File: config.mk
export PLATFORM = sky130hd
export DESIGN_NAME = pipelined_add_sub
export DESIGN_NICKNAME = d
export VERILOG_FILES = /design/src/rtl/pipelined_add_sub_pkg.sv /design/src/rtl/pipelined_add_sub_add_chunk.sv /design/src/rtl/pipelined_add_sub.sv
export VERILOG_INCLUDE_DIRS = /design/src /design/src/rtl
export SDC_FILE = /design/constraint.sdc
export NUM_CORES = 1
export LEC_CHECK = 0
export CORE_UTILIZATION = 55
export CTS_CLUSTER_SIZE = 25
export DETAILED_ROUTE_END_ITERATION = 10
export HOLD_SLACK_MARGIN = 0.08
export PLACE_DENSITY = 0.79
export SLEW_MARGIN = 20
export SYNTH_ARGS = -nofsm -noshare
export SYNTH_HDL_FRONTEND = slang
export SYNTH_SLANG_ARGS = --single-unit
File: constraint.sdc
create_clock -name clk -period 27.4 [get_ports clk]
set_clock_uncertainty 0.1 [all_clocks]
set_input_delay 5.48 -clock clk [delete_from_list [all_inputs] [get_ports clk]]
set_output_delay 5.48 -clock clk [all_outputs]
set_load 0.1 [all_outputs]
File: src/rtl/alu_defs.vh
// Shared ALU encodings: operation select and condition-code flag bit positions.
`ifndef ALU_DEFS_VH
`define ALU_DEFS_VH

`define ALU_OP_ADD 1'b0
`define ALU_OP_SUB 1'b1

`define ALU_FLAG_ZF 2'd0
`define ALU_FLAG_SF 2'd1
`define ALU_FLAG_OF 2'd2
`define ALU_FLAG_CF 2'd3

`endif

File: src/rtl/pipelined_add_sub_pkg.sv
// Types and helpers shared by the pipelined adder/subtractor.
`include "alu_defs.vh"

package pipelined_add_sub_pkg;

  typedef enum logic {
    ALU_ADD = `ALU_OP_ADD,
    ALU_SUB = `ALU_OP_SUB
  } alu_op_e;

  localparam int unsigned FLAG_ZF  = `ALU_FLAG_ZF;
  localparam int unsigned FLAG_SF  = `ALU_FLAG_SF;
  localparam int unsigned FLAG_OF  = `ALU_FLAG_OF;
  localparam int unsigned FLAG_CF  = `ALU_FLAG_CF;
  localparam int unsigned FLAG_NUM = 32'd4;

  typedef logic [FLAG_NUM-1:0] flags_t;

  // A subtract reports borrow, which is the inverted carry out.
  function automatic logic carry_flag(input logic cout, input alu_op_e op);
    return cout ^ (op == ALU_SUB);
  endfunction

  function automatic logic overflow_flag(input logic c_msb, input logic cout);
    return c_msb ^ cout;
  endfunction

endpackage

File: src/rtl/pipelined_add_sub_add_chunk.sv
// Combinational W-bit ripple-carry adder built from gate primitives.
module add_chunk #(
  parameter int W = 16
) (
  input  logic [W-1:0] a,
  input  logic [W-1:0] b,
  input  logic         cin,
  output wire  [W-1:0] y,
  output wire          cout,
  output wire          c_msb
);

  wire [W:0] c_w;

  assign c_w[0] = cin;

  for (genvar i = 0; i < W; i++) begin : g_bit
    wire p_w;
    wire g_w;
    wire pc_w;
    xor u_p  (p_w, a[i], b[i]);
    xor u_y  (y[i], p_w, c_w[i]);
    and u_g  (g_w, a[i], b[i]);
    and u_pc (pc_w, p_w, c_w[i]);
    or  u_c  (c_w[i+1], g_w, pc_w);
  end

  assign cout  = c_w[W];
  assign c_msb = c_w[W-1];

endmodule

File: src/rtl/pipelined_add_sub.sv
// Pipelined two's-complement add/sub: one CHUNK of the carry chain per stage,
// global stall driven by the output handshake, flags decoded from the last stage.
module pipelined_add_sub
  import pipelined_add_sub_pkg::*;
#(
  parameter int WIDTH  = 64,
  parameter int STAGES = 4,
  parameter int TAG_W  = 4
) (
  input  logic             clk,
  input  logic             rst,
  input  logic             in_valid,
  output logic             in_ready,
  input  logic [WIDTH-1:0] in_a,
  input  logic [WIDTH-1:0] in_b,
  input  logic             in_sub,
  input  logic [TAG_W-1:0] in_tag,
  output logic             out_valid,
  input  logic             out_ready,
  output logic [WIDTH-1:0] out_y,
  output logic             out_zf,
  output logic             out_sf,
  output logic             out_of,
  output logic             out_cf,
  output logic [TAG_W-1:0] out_tag
);

  localparam int CHUNK = WIDTH / STAGES;

  logic             adv_s;
  flags_t           flags_s;

  logic             valid_r [STAGES];
  logic [WIDTH-1:0] res_r   [STAGES];
  logic [WIDTH-1:0] a_r     [STAGES];
  logic [WIDTH-1:0] b_r     [STAGES];
  logic             carry_r [STAGES];
  logic             cmsb_r  [STAGES];
  logic             sub_r   [STAGES];
  logic [TAG_W-1:0] tag_r   [STAGES];

  logic             valid_nxt_s [STAGES];
  logic [WIDTH-1:0] res_nxt_s   [STAGES];
  logic [WIDTH-1:0] a_nxt_s     [STAGES];
  logic [WIDTH-1:0] b_nxt_s     [STAGES];
  logic             carry_nxt_s [STAGES];
  logic             cmsb_nxt_s  [STAGES];
  logic             sub_nxt_s   [STAGES];
  logic [TAG_W-1:0] tag_nxt_s   [STAGES];

  assign adv_s    = !valid_r[STAGES-1] || out_ready;
  assign in_ready = adv_s && !rst;

  for (genvar g = 0; g < STAGES; g++) begin : g_stage
    logic [WIDTH-1:0] op_a_s;
    logic [WIDTH-1:0] op_b_s;
    logic [WIDTH-1:0] res_in_s;
    logic             cin_s;
    logic             vin_s;
    logic             sub_s;
    logic [TAG_W-1:0] tag_s;
    logic [CHUNK-1:0] sum_s;
    logic             cout_s;
    logic             cmsb_s;

    // Stage 0 conditions B once; later stages consume skewed, already-conditioned operands.
    if (g == 0) begin : g_head
      assign sub_s    = (alu_op_e'(in_sub) == ALU_SUB);
      assign op_a_s   = in_a;
      assign op_b_s   = in_b ^ {WIDTH{sub_s}};
      assign cin_s    = sub_s;
      assign vin_s    = in_valid;
      assign tag_s    = in_tag;
      assign res_in_s = {WIDTH{1'b0}};
    end else begin : g_body
      assign sub_s    = sub_r[g-1];
      assign op_a_s   = a_r[g-1];
      assign op_b_s   = b_r[g-1];
      assign cin_s    = carry_r[g-1];
      assign vin_s    = valid_r[g-1];
      assign tag_s    = tag_r[g-1];
      assign res_in_s = res_r[g-1];
    end

    add_chunk #(.W(CHUNK)) u_add (
      .a     (op_a_s[g*CHUNK +: CHUNK]),
      .b     (op_b_s[g*CHUNK +: CHUNK]),
      .cin   (cin_s),
      .y     (sum_s),
      .cout  (cout_s),
      .c_msb (cmsb_s)
    );

    // Upper result chunks are still zero here, so OR-ing in the new chunk is exact.
    assign res_nxt_s[g]   = res_in_s | (WIDTH'(sum_s) << (g * CHUNK));
    assign valid_nxt_s[g] = vin_s;
    assign a_nxt_s[g]     = op_a_s;
    assign b_nxt_s[g]     = op_b_s;
    assign carry_nxt_s[g] = cout_s;
    assign cmsb_nxt_s[g]  = cmsb_s;
    assign sub_nxt_s[g]   = sub_s;
    assign tag_nxt_s[g]   = tag_s;
  end

  // Stage registers: clear on reset, all advance together or all hold.
  always_ff @(posedge clk or posedge rst) begin
    if (rst) begin
      for (int i = 0; i < STAGES; i++) begin
        valid_r[i] <= 1'b0;
        res_r[i]   <= {WIDTH{1'b0}};
        a_r[i]     <= {WIDTH{1'b0}};
        b_r[i]     <= {WIDTH{1'b0}};
        carry_r[i] <= 1'b0;
        cmsb_r[i]  <= 1'b0;
        sub_r[i]   <= 1'b0;
        tag_r[i]   <= {TAG_W{1'b0}};
      end
    end else if (adv_s) begin
      for (int i = 0; i < STAGES; i++) begin
        valid_r[i] <= valid_nxt_s[i];
        res_r[i]   <= res_nxt_s[i];
        a_r[i]     <= a_nxt_s[i];
        b_r[i]     <= b_nxt_s[i];
        carry_r[i] <= carry_nxt_s[i];
        cmsb_r[i]  <= cmsb_nxt_s[i];
        sub_r[i]   <= sub_nxt_s[i];
        tag_r[i]   <= tag_nxt_s[i];
      end
    end else begin
      for (int i = 0; i < STAGES; i++) begin
        valid_r[i] <= valid_r[i];
      end
    end
  end

  // Condition codes decoded from the final stage register.
  always_comb begin
    flags_s          = {FLAG_NUM{1'b0}};
    flags_s[FLAG_ZF] = (res_r[STAGES-1] == {WIDTH{1'b0}});
    flags_s[FLAG_SF] = res_r[STAGES-1][WIDTH-1];
    flags_s[FLAG_OF] = overflow_flag(cmsb_r[STAGES-1], carry_r[STAGES-1]);
    flags_s[FLAG_CF] = carry_flag(carry_r[STAGES-1], alu_op_e'(sub_r[STAGES-1]));
  end

  assign out_valid = valid_r[STAGES-1];
  assign out_y     = res_r[STAGES-1];
  assign out_tag   = tag_r[STAGES-1];
  assign out_zf    = flags_s[FLAG_ZF];
  assign out_sf    = flags_s[FLAG_SF];
  assign out_of    = flags_s[FLAG_OF];
  assign out_cf    = flags_s[FLAG_CF];

endmodule

==> summary.txt <==
Hold path depth: 2
Finished Layout Cells: 2307
Power per Cell Area: 132 nW/um^2
Ports: 211
CP Launch Point: in_sub
Core Footprint: 28900 sq um
Leading area contributor after synthesis: dfrtp_1
Worst-path clk slew: 0.06 ns
First-pass GRT wire length: 56.1 mm
Commonest cells after routing, fill and taps aside: nand2_1 (951), dfrtp_1 (381), clkdlybuf4s50_1 (209)
Critical path fanouts, max: 34
Reg2Reg Setup Slack: 20.22 ns
Post-CTS Setup Inserts: 0
ANT nets after route: 0
Setup crit end kind: flop
Initial antenna violation count: 5
Initial Utilization: 56.3%
Cell Area, Synth: 16300 sq um
Count of cell types in the netlist: 19
R2r worst-path depth: 22
Hold_sp: out_tag[1]
CP required: 27.70 ns
Hold EP: out_tag[1]
Port Buffers: 210
DRC viols: 0
CP top delay family: adder cells
Total GRT Usage: 23.1%
Post-CTS Resized: 0
Gr ovfl total: 0
Sequential area share after synthesis: 58.5%
Worst R2R End: out_y[63]
WS Path Type: input pin to flop
Die Y-Extent: 174 um
Fin crit share: 48.3%
Fin nets: 2093
Worst Max-Slew Pin Slew: 1.25 ns
Unrepaired setup endpoints after global routing: false
H-tree depth: 2
Clock sink total: 381
Placed Instances: 2236
Final slew viol count: 0
Yosys reg bits: 381
Most numerous cell on the critical path: fa_1
Max Cap Viol: 0
Num rows: 62
TritonCTS buffer count: 39
Largest net degree at the start of global routing: 148
CP Launch Type: input pin
Synth area leaders: dfrtp_1 (58%), nand2_1 (22%), fa_1 (7.7%)
Post-synth top area share: 58.5%
Clk Latency, worst-skew pair: 0.52 ns
CP max stage cell: buf_4
Starting DRT DRC Count: 1015
Post-detailed-routing wire length: 33.4 mm
Status: finished, final reports clean
HPWL after DPL: 22.1 mm
CP peak stage delay: 0.61 ns
Number of global-route vias before repair: 11323
Routed length per instance: 14.5 um
Reg2Reg Launch Point: g_stage[3].op_b_s[48]
Worst vdd ir: 0.000122 V
Root Buffer: clkbuf_16
DR vias: 11417
Area Overhead vs Synth: 21.0%
CP Buf/Inv Count: 3
Die ar.: 30300 sq um
Final setup vio count: 0
Crit path arrival time: 13.54 ns
Sum of negative setup slack: 0 ns
Syn nets: 1923
Synth warn: 0
Share of cells above drive strength 1: 3.85%
Final number of hold-violating endpoints: 0
DRT Pass-1 Iters: 7
Fmax: 75.5 MHz
Pleak: 9.78 nW
Routability cong.: 0.844
Post-route minimum period: 13.24 ns
Most frequent standard cell in the layout excluding fill and tap cells: nand2_1
Die width: 174 um
Vias per std cell: 4.95
Hold Crit Class: flop to flop
CTS tree: built
CTS Buffer Depth: 3
Area of the multi-input gates: 6090 sq um
Post-Syn Instances: 1723
Cells along the critical path: buf_4, buf_4, mux2i_1, fa_1, fa_1, fa_1, fa_1, fa_1, fa_1, fa_1, fa_1, fa_1, fa_1, fa_1, fa_1, fa_1, fa_1, inv_1, fa_1, nand2_1, nand2_1
Syn Area/Cell: 9.46 sq um
Max_slew headroom: 16.2%
# fillers: 2231
Register area: 9530 sq um
CTS hold repair buffers: 0
## per-layer routing
metal	share of wire (%)	global-route usage (%)	vias to the layer above
li1	-	-	5590
met1	43	31.7	5503
met2	48	37.6	265
met3	5.6	4.72	57
met4	2.5	6.62	2
met5	0.051	0	-
## per-stage QoR
stage / setup slack (ns) / hold WS, ns / power, mW / util (%) / cell area (sq um)
2_1_floorplan: 11.23 / 0.330 / 1.81 / - / 16300
3_3_place_gp: 13.68 / 0.342 / 2.05 / 63.7 / 18400
3_5_place_dp: 13.58 / 0.355 / 2.09 / 63.7 / 18400
4_1_cts: 14.11 / 0.365 / 2.63 / 68.1 / 19700
5_1_grt: 13.91 / 0.379 / 2.78 / 68.2 / 19700
6_report: 14.16 / 0.362 / 2.60 / 68.2 / 19700
## area by class of cell
cell class | instances | area share, %
flip-flops and latches | 381 | 48.3
multi-input cells | 1212 | 30.9
repair buffers | 221 | 11.1
clock buffers | 61 | 6.08
well taps | 384 | 2.44
inverters | 38 | 0.761
clock inverters | 7 | 0.393
diodes | 3 | 0.0381
## cells by family after synthesis
logic type | Yosys count | share of synthesized area, %
adder cells (fa/ha/maj) | 63 | 7.74
flip-flops | 381 | 58.5
AND/OR/NAND/NOR | 999 | 23.4
buffers and inverters | 130 | 4.21
multiplexers | 1 | 0.0614
AO/OA/AOI/OAI | 83 | 2.55
XOR/XNOR | 66 | 3.55
## worst max-delay path by stage
| stage | cells after the start | end | slack, ns |
|---|---|---|---|
| floorplan | 1 | carry_r[0] | 11.23 |
| global placement | 21 | g_stage[1].res_in_s[15] | 13.68 |
| detailed placement | 21 | g_stage[1].res_in_s[15] | 13.58 |
| CTS | 21 | g_stage[1].res_in_s[15] | 14.11 |
| global route | 21 | g_stage[1].res_in_s[15] | 13.91 |
| finish | 21 | g_stage[1].res_in_s[15] | 14.16 |
## synthesized netlist by cell type (all sizes together)
master  number
nor2b        1
xnor2       61
nor2        24
nand2b       2
mux2i        1
o21ai       60
nand2      951
inv         38
fa          63
xor2         5
nor4        17
a21oi       23
buf         91
clkbuf       1
dfrtp      381
nand4        4
## sequential cells by signal, indices dropped and copies added, names as in the netlist
signal / flops
g_stage.op_a_s: 96
g_stage.op_b_s: 96
g_stage.res_in_s: 96
out_y: 64
g_stage.tag_s: 12
out_tag: 4
g_stage.cin_s: 3
g_stage.sub_s: 3
g_stage.vin_s: 3
carry_r: 1
cmsb_r: 1
out_valid: 1
sub_r: 1
## report_power, final
part           internal (mW)  total, mW  switching (mW)
Sequential             0.815      0.980           0.165
Clock                  0.310      0.521           0.210
Combinational          0.321       1.10           0.777
Total                   1.45       2.60            1.15
## worst reg2reg max path, cell delays in order (launching register included)
cell and delay, ns:
dfrtp_1 0.36, inv_1 0.12, fa_1 0.20, inv_1 0.05, fa_1 0.39, fa_1 0.43
fa_1 0.41, fa_1 0.41, fa_1 0.44, fa_1 0.40, fa_1 0.43, fa_1 0.43
fa_1 0.39, fa_1 0.42, fa_1 0.40, fa_1 0.40, fa_1 0.37, inv_1 0.08
fa_1 0.19, inv_1 0.06, fa_1 0.49, nand2_1 0.05, nand2_1 0.10
Note: power is estimated with default switching activity, not from simulation.
